`src/rtl/rob_param.sv`:
```
// Reorder buffer: in-order allocate/commit with out-of-order completion by tag and mispredict squash.
// Commit outputs are combinational from the head entry; alloc_ready drops when full or during a mispredict.
module rob_param #(
  parameter int  DEPTH  = 8,
  parameter int  PREG_W = 5,
  localparam int IDX_W  = $clog2(DEPTH)
) (
  input  logic              clk,
  input  logic              rst,
  input  logic              alloc_valid,
  output logic              alloc_ready,
  input  logic              alloc_spec,
  input  logic              alloc_store,
  input  logic              alloc_pdst_v,
  input  logic [PREG_W-1:0] alloc_pdst,
  output logic [IDX_W-1:0]  alloc_tag,
  input  logic              cmpl_valid,
  input  logic [IDX_W-1:0]  cmpl_tag,
  output logic              commit_valid,
  input  logic              commit_ready,
  output logic [IDX_W-1:0]  commit_tag,
  output logic              commit_store,
  output logic              commit_pdst_v,
  output logic [PREG_W-1:0] commit_pdst,
  input  logic              resolve_valid,
  input  logic              resolve_ok,
  output logic [IDX_W:0]    count,
  output logic              full,
  output logic              empty
);

  typedef enum logic [1:0] {
    ST_FREE = 2'b00,
    ST_PEND = 2'b01,
    ST_FIN  = 2'b10
  } state_e;

  state_e            state_q [DEPTH];
  state_e            state_d [DEPTH];
  logic [PREG_W-1:0] pdst_q  [DEPTH];
  logic [PREG_W-1:0] pdst_d  [DEPTH];
  logic [DEPTH-1:0]  spec_q, spec_d;
  logic [DEPTH-1:0]  store_q, store_d;
  logic [DEPTH-1:0]  pdv_q, pdv_d;
  logic [IDX_W-1:0]  head_q, head_d;
  logic [IDX_W-1:0]  tail_q, tail_d;
  logic [IDX_W:0]    count_q, count_d;

  logic             mispredict, alloc_fire, commit_fire;
  logic             sq_found, squash;
  logic [IDX_W-1:0] sq_off, sq_idx;
  logic [IDX_W:0]   sq_num;

  assign full        = (count_q == (IDX_W+1)'(DEPTH));
  assign empty       = (count_q == '0);
  assign count       = count_q;
  assign mispredict  = resolve_valid & ~resolve_ok;
  assign alloc_ready = ~full & ~mispredict;
  assign alloc_fire  = alloc_valid & alloc_ready;
  assign alloc_tag   = tail_q;

  // Gated by rst so a reset cycle never retires anything.
  assign commit_valid  = rst & ~empty & (state_q[head_q] == ST_FIN) & ~spec_q[head_q];
  assign commit_fire   = commit_valid & commit_ready;
  assign commit_tag    = head_q;
  assign commit_store  = store_q[head_q];
  assign commit_pdst_v = pdv_q[head_q];
  assign commit_pdst   = pdst_q[head_q];

  // Backward scan so the last hit is the oldest speculative entry.
  always_comb begin
    sq_found = 1'b0;
    sq_off   = '0;
    for (int i = DEPTH-1; i >= 0; i--) begin
      if (((IDX_W+1)'(i) < count_q) && spec_q[head_q + IDX_W'(i)]) begin
        sq_found = 1'b1;
        sq_off   = IDX_W'(i);
      end
    end
  end

  assign squash = mispredict & sq_found;
  assign sq_idx = head_q + sq_off;
  assign sq_num = count_q - {1'b0, sq_off};

  always_comb begin
    state_d = state_q;
    pdst_d  = pdst_q;
    spec_d  = spec_q;
    store_d = store_q;
    pdv_d   = pdv_q;
    head_d  = head_q;
    tail_d  = tail_q;

    if (cmpl_valid && state_q[cmpl_tag] == ST_PEND)
      state_d[cmpl_tag] = ST_FIN;

    if (resolve_valid && resolve_ok) begin
      for (int i = 0; i < DEPTH; i++)
        if (state_q[i] != ST_FREE) spec_d[i] = 1'b0;
    end

    if (commit_fire) begin
      state_d[head_q] = ST_FREE;
      spec_d[head_q]  = 1'b0;
      store_d[head_q] = 1'b0;
      pdv_d[head_q]   = 1'b0;
      head_d          = head_q + 1'b1;
    end

    // Squash after completion so a same-cycle completion cannot resurrect a squashed entry.
    if (squash) begin
      for (int i = 0; i < DEPTH; i++) begin
        if (((IDX_W+1)'(i) >= {1'b0, sq_off}) && ((IDX_W+1)'(i) < count_q)) begin
          state_d[head_q + IDX_W'(i)] = ST_FREE;
          spec_d[head_q + IDX_W'(i)]  = 1'b0;
          store_d[head_q + IDX_W'(i)] = 1'b0;
          pdv_d[head_q + IDX_W'(i)]   = 1'b0;
        end
      end
      tail_d = sq_idx;
    end

    if (alloc_fire) begin
      state_d[tail_q] = ST_PEND;
      spec_d[tail_q]  = alloc_spec;
      store_d[tail_q] = alloc_store;
      pdv_d[tail_q]   = alloc_pdst_v;
      pdst_d[tail_q]  = alloc_pdst;
      tail_d          = tail_q + 1'b1;
    end

    count_d = count_q + (IDX_W+1)'(alloc_fire) - (IDX_W+1)'(commit_fire)
            - (squash ? sq_num : '0);
  end

  always_ff @(posedge clk) begin
    if (!rst) begin
      for (int i = 0; i < DEPTH; i++) begin
        state_q[i] <= ST_FREE;
        pdst_q[i]  <= '0;
      end
      spec_q  <= '0;
      store_q <= '0;
      pdv_q   <= '0;
      head_q  <= '0;
      tail_q  <= '0;
      count_q <= '0;
    end else begin
      state_q <= state_d;
      pdst_q  <= pdst_d;
      spec_q  <= spec_d;
      store_q <= store_d;
      pdv_q   <= pdv_d;
      head_q  <= head_d;
      tail_q  <= tail_d;
      count_q <= count_d;
    end
  end

endmodule
```
`config.mk`:
```
export PLATFORM = sky130hd
export DESIGN_NAME = rob_param
export DESIGN_NICKNAME = d
export VERILOG_FILES = /design/src/rtl/rob_param.sv
export SDC_FILE = /design/constraint.sdc
export NUM_CORES = 1
export LEC_CHECK = 0
export BUFFER_PORTS_ARGS = -buffer_cell sky130_fd_sc_hd__buf_2
export CAP_MARGIN = 20
export CORE_ASPECT_RATIO = 0.8
export CORE_MARGIN = 10
export CORE_UTILIZATION = 35
export DETAILED_ROUTE_END_ITERATION = 8
export GPL_ROUTABILITY_DRIVEN = 1
export PLACE_DENSITY_LB_ADDON = 0.12
export SLEW_MARGIN = 20
export SYNTH_ARGS = -nofsm -noshare
export SYNTH_HDL_FRONTEND = slang
export SYNTH_SLANG_ARGS = --single-unit
```
`constraint.sdc`:
```
create_clock -name clk -period 6.1 [get_ports clk]
set_input_delay 0.305 -clock clk [delete_from_list [all_inputs] [get_ports clk]]
set_output_delay 0.305 -clock clk [all_outputs]
set_load 0.01 [all_outputs]
```
==> qor.yml, run 1 <==
vias_per_cell: 5.89
hold_path_depth: 3
grt_pass1_wl_um: 30000
post-cts-setup-buffer-count: 0
ys.flop_type: "dfxtp_1"
synth_nets: 712
fp-row-count: 41
ys_seq_elements: 90
vias: 5367
drv_cap: 0
first_pass_iters: 5
setup_violations: 0
synth_fa_ha_area_frac: 0.0476
cts_tree: "built"
tns_ns: 0
synth_mux_area_frac: 0.165
slowest_stage: "mux4_2"
postCtsHoldBufs: 0
final_cells: 911
diodes: 0
finalCritPeriodShare: 0.807
yosys-top-cells-area: "dfxtp_1, mux4_2, mux2i_1"
yosys.area.top_type: "dfxtp_1"
ys_types: 81
wl_um: 19400
p_leak_nw: 2.50
required_ns: 6.31
worstSetupStartpointType: "flip-flop"
synth.avg_cell_area_um2: 8.56
worst_setup_path_end_kind: "flip-flop"
ff_latch_area_mm2: 0.00180
async_flop_share: 0
cts_buffer_depth: 2
fin_skew_ns: 0.00801
relSlewSlack: 0.330
hold_end: "pdst_q[7]"
initial_core_util: 0.361
ant_nets: 0
route.detailed.drc: 0
synthXorXnorAreaFrac: 0.0180
cts_root_buffer: "clkbuf_16"
die_w_um: 164
routabilityCongestion: 0.917
die_h_um: 135
total_power_mw: 1.37
cts_inserted_buffers: 9
setup_ws_ns: 1.18
status: "complete, no violations"
synth_common_cells: "nand2_1, dfxtp_1, nor2_1"
rr_startpoint: "commit_tag[0]"
postSynthCellCount: 675
seq_area_frac_synth: 0.312
io_buffers: 38
core_mm2: 0.0160
synth_edf_count: 0
max_stage_delay_ns: 0.58
multiInputGateArea_mm2: 0.00368
dieArea_mm2: 0.0221
rsz0062_at_grt: "no"
cts_resized: 0
synth_simple_gate_area_frac: 0.202
synth_top_family_by_area: "compound AO/OA/AOI/OAI gates"
yosysWarnings: 0
hpwl_um: 14200
whs_ns: 0.265
synth.most_common_cell: "nand2_1"
reg2reg_depth: 16
crit_arrival_ns: 5.13
fin_nets: 729
cts.sinks: 90
hp-class: "in -> reg"
grt.total_usage: 0.173
fmax_mhz: 203
io_pins: 39
worst_pin_slew_ns: 1.00
clk_pin_slew_worst_paths_ns: 0.07
grt_pass1_vias: 5036
wl_per_cell_um: 21.3
synth_top_area_frac: 0.312
antenna_found_initial: 0
crit_type: "reg -> reg"
dpl_worst_slack_ns: 1.22
hp-start: "alloc_pdst[2]"
synth_compound_area_frac: 0.203
grt_remaining_overflow: 0
final_max_slew_viol_count: 0
drive_gt1_frac: 0.170
fillers: 1648
crit_chain: "buf_4 -> mux4_2 -> mux2_2 -> nor2b_4 -> a22oi_1 -> o21ai_0 -> ha_1 -> nand2b_1 -> fa_1 -> fa_1 -> ha_1 -> fa_1 -> xor2_1 -> xnor2_1 -> xnor2_1 -> nor2_1"
ir_drop_mv: 0.145
clkLatencyLatePin_ns: 0.35
regToRegSetupSlack_ns: 1.18
syn_area_mm2: 0.00578
path_max_fanout: 42
finalHoldViolations: 0
h-tree-depth: 3
worst_path_most_repeated_cell: "fa_1"
grt_start_max_net_pins: 55
drt_iter0_markers: 531
dp_cells: 896
power_density_mw_per_mm2: 214
syn2layout_area_growth_pct: 11.3
r2r-end: "count[3]"
post-route-min-period_ns: 4.92
==> power breakdown <==
part           switching, mW  internal, mW
logic                  0.120        0.0651
registers             0.0199         0.604
clock network          0.244         0.322
total                  0.384         0.990
==> critical path: cells and delay by family (launching register included) <==
family	cells	cell delay [ns]
mux	2	0.87
compound gates	2	0.50
buf+inv	1	0.43
xor+xnor	3	0.47
simple gates	3	0.35
fa+ha+maj	5	1.79
flops	1	0.38
==> final cells by class <==
| cell class | count | area share |
|---|---|---|
| tap | 215 | 0.0418 |
| clock inverter | 6 | 0.0113 |
| clock buffer | 9 | 0.0350 |
| inverter | 28 | 0.0163 |
| multi-input combinational | 513 | 0.572 |
| sequential | 90 | 0.280 |
| timing repair buffer | 50 | 0.0436 |
==> stage by stage <==
stage / area, µm² / utilization
final: 6430 / 0.402
after CTS: 6430 / 0.402
after floorplan: 5780 / -
after detailed placement: 6130 / 0.383
after global routing: 6430 / 0.402
after global placement: 6130 / 0.383
==> sequential cells by signal, summed over array words and instances, names as in the netlist <==
name and flops:
commit_tag 3, pdv_q 8, state_q 16, count 4, alloc_tag 3, spec_q 8
pdst_q 40, store_q 8
==> worst max path at each step <==
stage | startpoint | slack (ns) | cells after the start | endpoint
6_report | commit_tag[0] | 1.18 | 16 | count[3]
5_1_grt | commit_tag[1] | 0.93 | 17 | count[3]
4_1_cts | commit_tag[0] | 1.19 | 16 | count[3]
3_5_place_dp | commit_tag[0] | 1.22 | 16 | count[3]
3_3_place_gp | commit_tag[0] | 1.22 | 16 | count[3]
2_1_floorplan | commit_tag[1] | 1.16 | 20 | count[3]
==> layer usage <==
layer | track usage | vias up | wire, µm | part of all wire
met2 | 0.254 | 184 | 8460 | 0.44
met4 | 0.0302 | 0 | 147 | 0.0076
met1 | 0.252 | 2666 | 9360 | 0.48
met5 | 0 | - | 0 | 0
li1 | - | 2505 | - | -
met3 | 0.0413 | 12 | 1430 | 0.074
==> cell usage in the layout, fill, tap and decap left out, types with 7 or more instances in the layout <==
cell type  Yosys  final
clkbuf_16      0      9
nor2b_1        9      9
mux2i_1       38     38
mux4_2        24     24
and2_1         7      7
a21oi_1       36     36
nor3_1        18     18
xnor2_1        7      7
buf_2          6     38
inv_1         24     24
nand3_1       18     18
o21ai_0       21     21
nand2_1       94     94
ha_1          14     14
o22ai_1       22     22
nor2_1        80     80
buf_4          2     12
dfxtp_1       90     89
==> logic make-up after synthesis <==
family / after synthesis
AO/OA/AOI/OAI: 161
XOR/XNOR: 11
adder cells (fa/ha/maj): 19
buffers and inverters: 72
flip-flops: 90
multiplexers: 65
AND/OR/NAND/NOR: 257
No activity file was read; power rests on OpenSTA's default activity.
==> inputs of run 2 (changes only) <==
- clock period: 6.1 -> 4.1 ns (I/O delays scaled with it)
==> qor.yml, run 2 (synthesis gave the netlist of run 1 again) <==
die_w_um: 164  # unchanged
relSlewSlack: 0.442  # was 0.330
setup_violations: 1  # was 0
path_max_fanout: 4  # was 42
largest_reg_flops: 40  # unchanged
p_leak_nw: 2.90  # was 2.50 nW
route.detailed.drc: 0  # unchanged
clk_pin_slew_worst_paths_ns: 0.07  # about the same
routabilityCongestion: 0.908  # was 0.917
finalCritPeriodShare: 1.05  # was 0.807
top_layer: "met4"  # unchanged
worst_setup_path_end_kind: "flip-flop"  # unchanged
grt_pass1_wl_um: 31000  # was 30,000 µm
postCtsHoldBufs: 0  # unchanged
cts.sinks: 90  # unchanged
critical_path.endpoint: "count[3]"  # unchanged
rr_startpoint: "commit_tag[1]"  # was commit_tag[0]
final_max_slew_viol_count: 0  # unchanged
drv_cap: 0  # unchanged
clkLatencyLatePin_ns: 0.35  # about the same
worstSetupStartpointType: "flip-flop"  # unchanged
initial_core_util: 0.361  # unchanged
status: "finished with violations"  # was complete, no violations
post-route-min-period_ns: 4.30  # was 4.92 ns
finalHoldViolations: 0  # unchanged
io_pins: 39  # unchanged
wl_per_cell_um: 20.3  # was 21.3 µm
cts_root_buffer: "clkbuf_16"  # unchanged
die_h_um: 135  # unchanged
fmax_mhz: 232  # was 203 MHz
routedLengthMet1_um: 9680  # was 9360 µm
mostFrequentLayoutCells: "nand2_1, dfxtp_1, buf_4"  # was nand2_1, dfxtp_1, nor2_1
r2r-end: "count[3]"  # unchanged
power_density_mw_per_mm2: 285  # was 214 mW/mm²
syn2layout_area_growth_pct: 24.4  # was 11.3%
reg_top3: "pdst_q (40), state_q (16)"  # unchanged
drive_gt1_frac: 0.283  # was 0.170
worst_pin_slew_ns: 0.835  # was 1.00 ns
fin_nets: 803  # was 729
reg2reg_depth: 17  # was 16
met2_length_um: 8580  # was 8460 µm
vias_per_cell: 5.67  # was 5.89
grt_remaining_overflow: 0  # unchanged
antenna_found_initial: 0  # unchanged
crit_arrival_ns: 4.52  # was 5.13 ns
regToRegSetupSlack_ns: -0.20  # was 1.18 ns
hp-class: "in -> reg"  # unchanged
dpl_worst_slack_ns: -0.378  # was 1.22 ns
first_pass_iters: 7  # was 5
io_buffers: 38  # unchanged
failed_checks: "negative setup slack"
cts_inserted_buffers: 9  # unchanged
ir_drop_mv: 0.218  # was 0.145 mV
grt_pass1_vias: 5376  # was 5,036
cp-startpoint: "commit_tag[1]"  # was commit_tag[0]
fin_area_mm2: 0.00719  # was 0.00643 mm²
fin_skew_ns: 0.00588  # was 0.00801 ns
dpl_cell_area_mm2: 0.00664  # was 0.00613 mm²
drt_iter0_markers: 384  # was 531
dieArea_mm2: 0.0221  # unchanged
core_mm2: 0.0160  # unchanged
crit_type: "reg -> reg"  # unchanged
largest-register: "pdst_q"  # unchanged
tns_ns: -0.204  # was 0 ns
grt_start_max_net_pins: 54  # was 55
grt.total_usage: 0.179  # was 0.173
setup_ws_ns: -0.204  # was 1.18 ns
wl_um: 20000  # was 19,400 µm
h-tree-depth: 3  # unchanged
required_ns: 4.31  # was 6.31 ns
diodes: 0  # unchanged
fp-row-count: 41  # unchanged
final_common_cell: "nand2_1"  # unchanged
cts_buffer_depth: 2  # unchanged
rsz0062_at_grt: "yes"  # was no
final_util: 0.449  # was 0.402
ant_nets: 0  # unchanged
hpwl_um: 14600  # was 14,200 µm
cts_tree: "built"  # unchanged
vias: 5590  # was 5,367
wl_met3_um: 1480  # was 1430 µm
run 2: changes by cell type in the layout (fill, tap and decap cells not counted), moves of 3 or more:
cell    before  now
nor3_1      18   15
ha_4         0    4
buf_4       12   84
ha_1        14    9
mux2_2       3    0
mux2_4       0    3
run 2: worst min path at each step:
| stage | start | endpoint | slack (ns) | depth (start not counted) |
|---|---|---|---|---|
| floorplan | pdv_q[1] | pdv_q[1] | 0.43 | 2 |
| global placement | pdst_q[31] | pdst_q[31] | 0.44 | 2 |
| detailed placement | store_q[3] | store_q[3] | 0.45 | 2 |
| CTS | alloc_pdst[2] | pdst_q[37] | 0.15 | 3 |
| global route | alloc_pdst[2] | pdst_q[32] | 0.16 | 3 |
| finish | alloc_pdst[2] | pdst_q[37] | 0.16 | 3 |
run 2: cell type report:
class / instances / area [µm²]
well taps: 215 / 269
clock buffers: 11 / 253
flip-flops and latches: 90 / 1810
inverters: 28 / 110
repair buffers: 124 / 843
multi-input cells: 513 / 3870
fillers: 1604 / 8820
clock inverters: 5 / 37.5
run 2: timing repair:
action                                 CTS  global route
pin swaps                                6            10
setup buffers                            5             9
resized for setup                       10            18
endpoints found under the hold margin    0             0
setup endpoints to repair                2             2
run 2: where the power goes:
group          switching (mW)  internal, mW
Sequential             0.0207         0.897
Clock                   0.358         0.446
Combinational           0.200         0.126
run 2: metal layers:
metal / up-vias / GRT usage
met3: 21 / 0.0389
li1: 2648 / -
met2: 196 / 0.257
met5: - / 0
met1: 2725 / 0.264
met4: 0 / 0.0426
run 2: stage by stage:
stage | instances | hold slack, ns | total power, mW
2_1_floorplan | 675 | 0.426 | 1.12
3_3_place_gp | 956 | 0.439 | 1.25
3_5_place_dp | 956 | 0.447 | 1.25
4_1_cts | 977 | 0.147 | 2.06
5_1_grt | 986 | 0.164 | 2.13
6_report | 986 | 0.161 | 2.05
run 2: worst max-delay path, stage by stage (launching register included):
cell and delay (ns):
dfxtp_4 0.37, inv_6 0.05, ha_4 0.28, mux4_2 0.32, mux2_4 0.30, nor2b_4 0.13
a22oi_2 0.25, o21ai_4 0.13, ha_4 0.25, nand2b_4 0.14, fa_2 0.39, fa_1 0.47
ha_2 0.19, fa_2 0.34, xor2_1 0.18, xnor2_1 0.19, xnor2_1 0.14, nor2_1 0.05
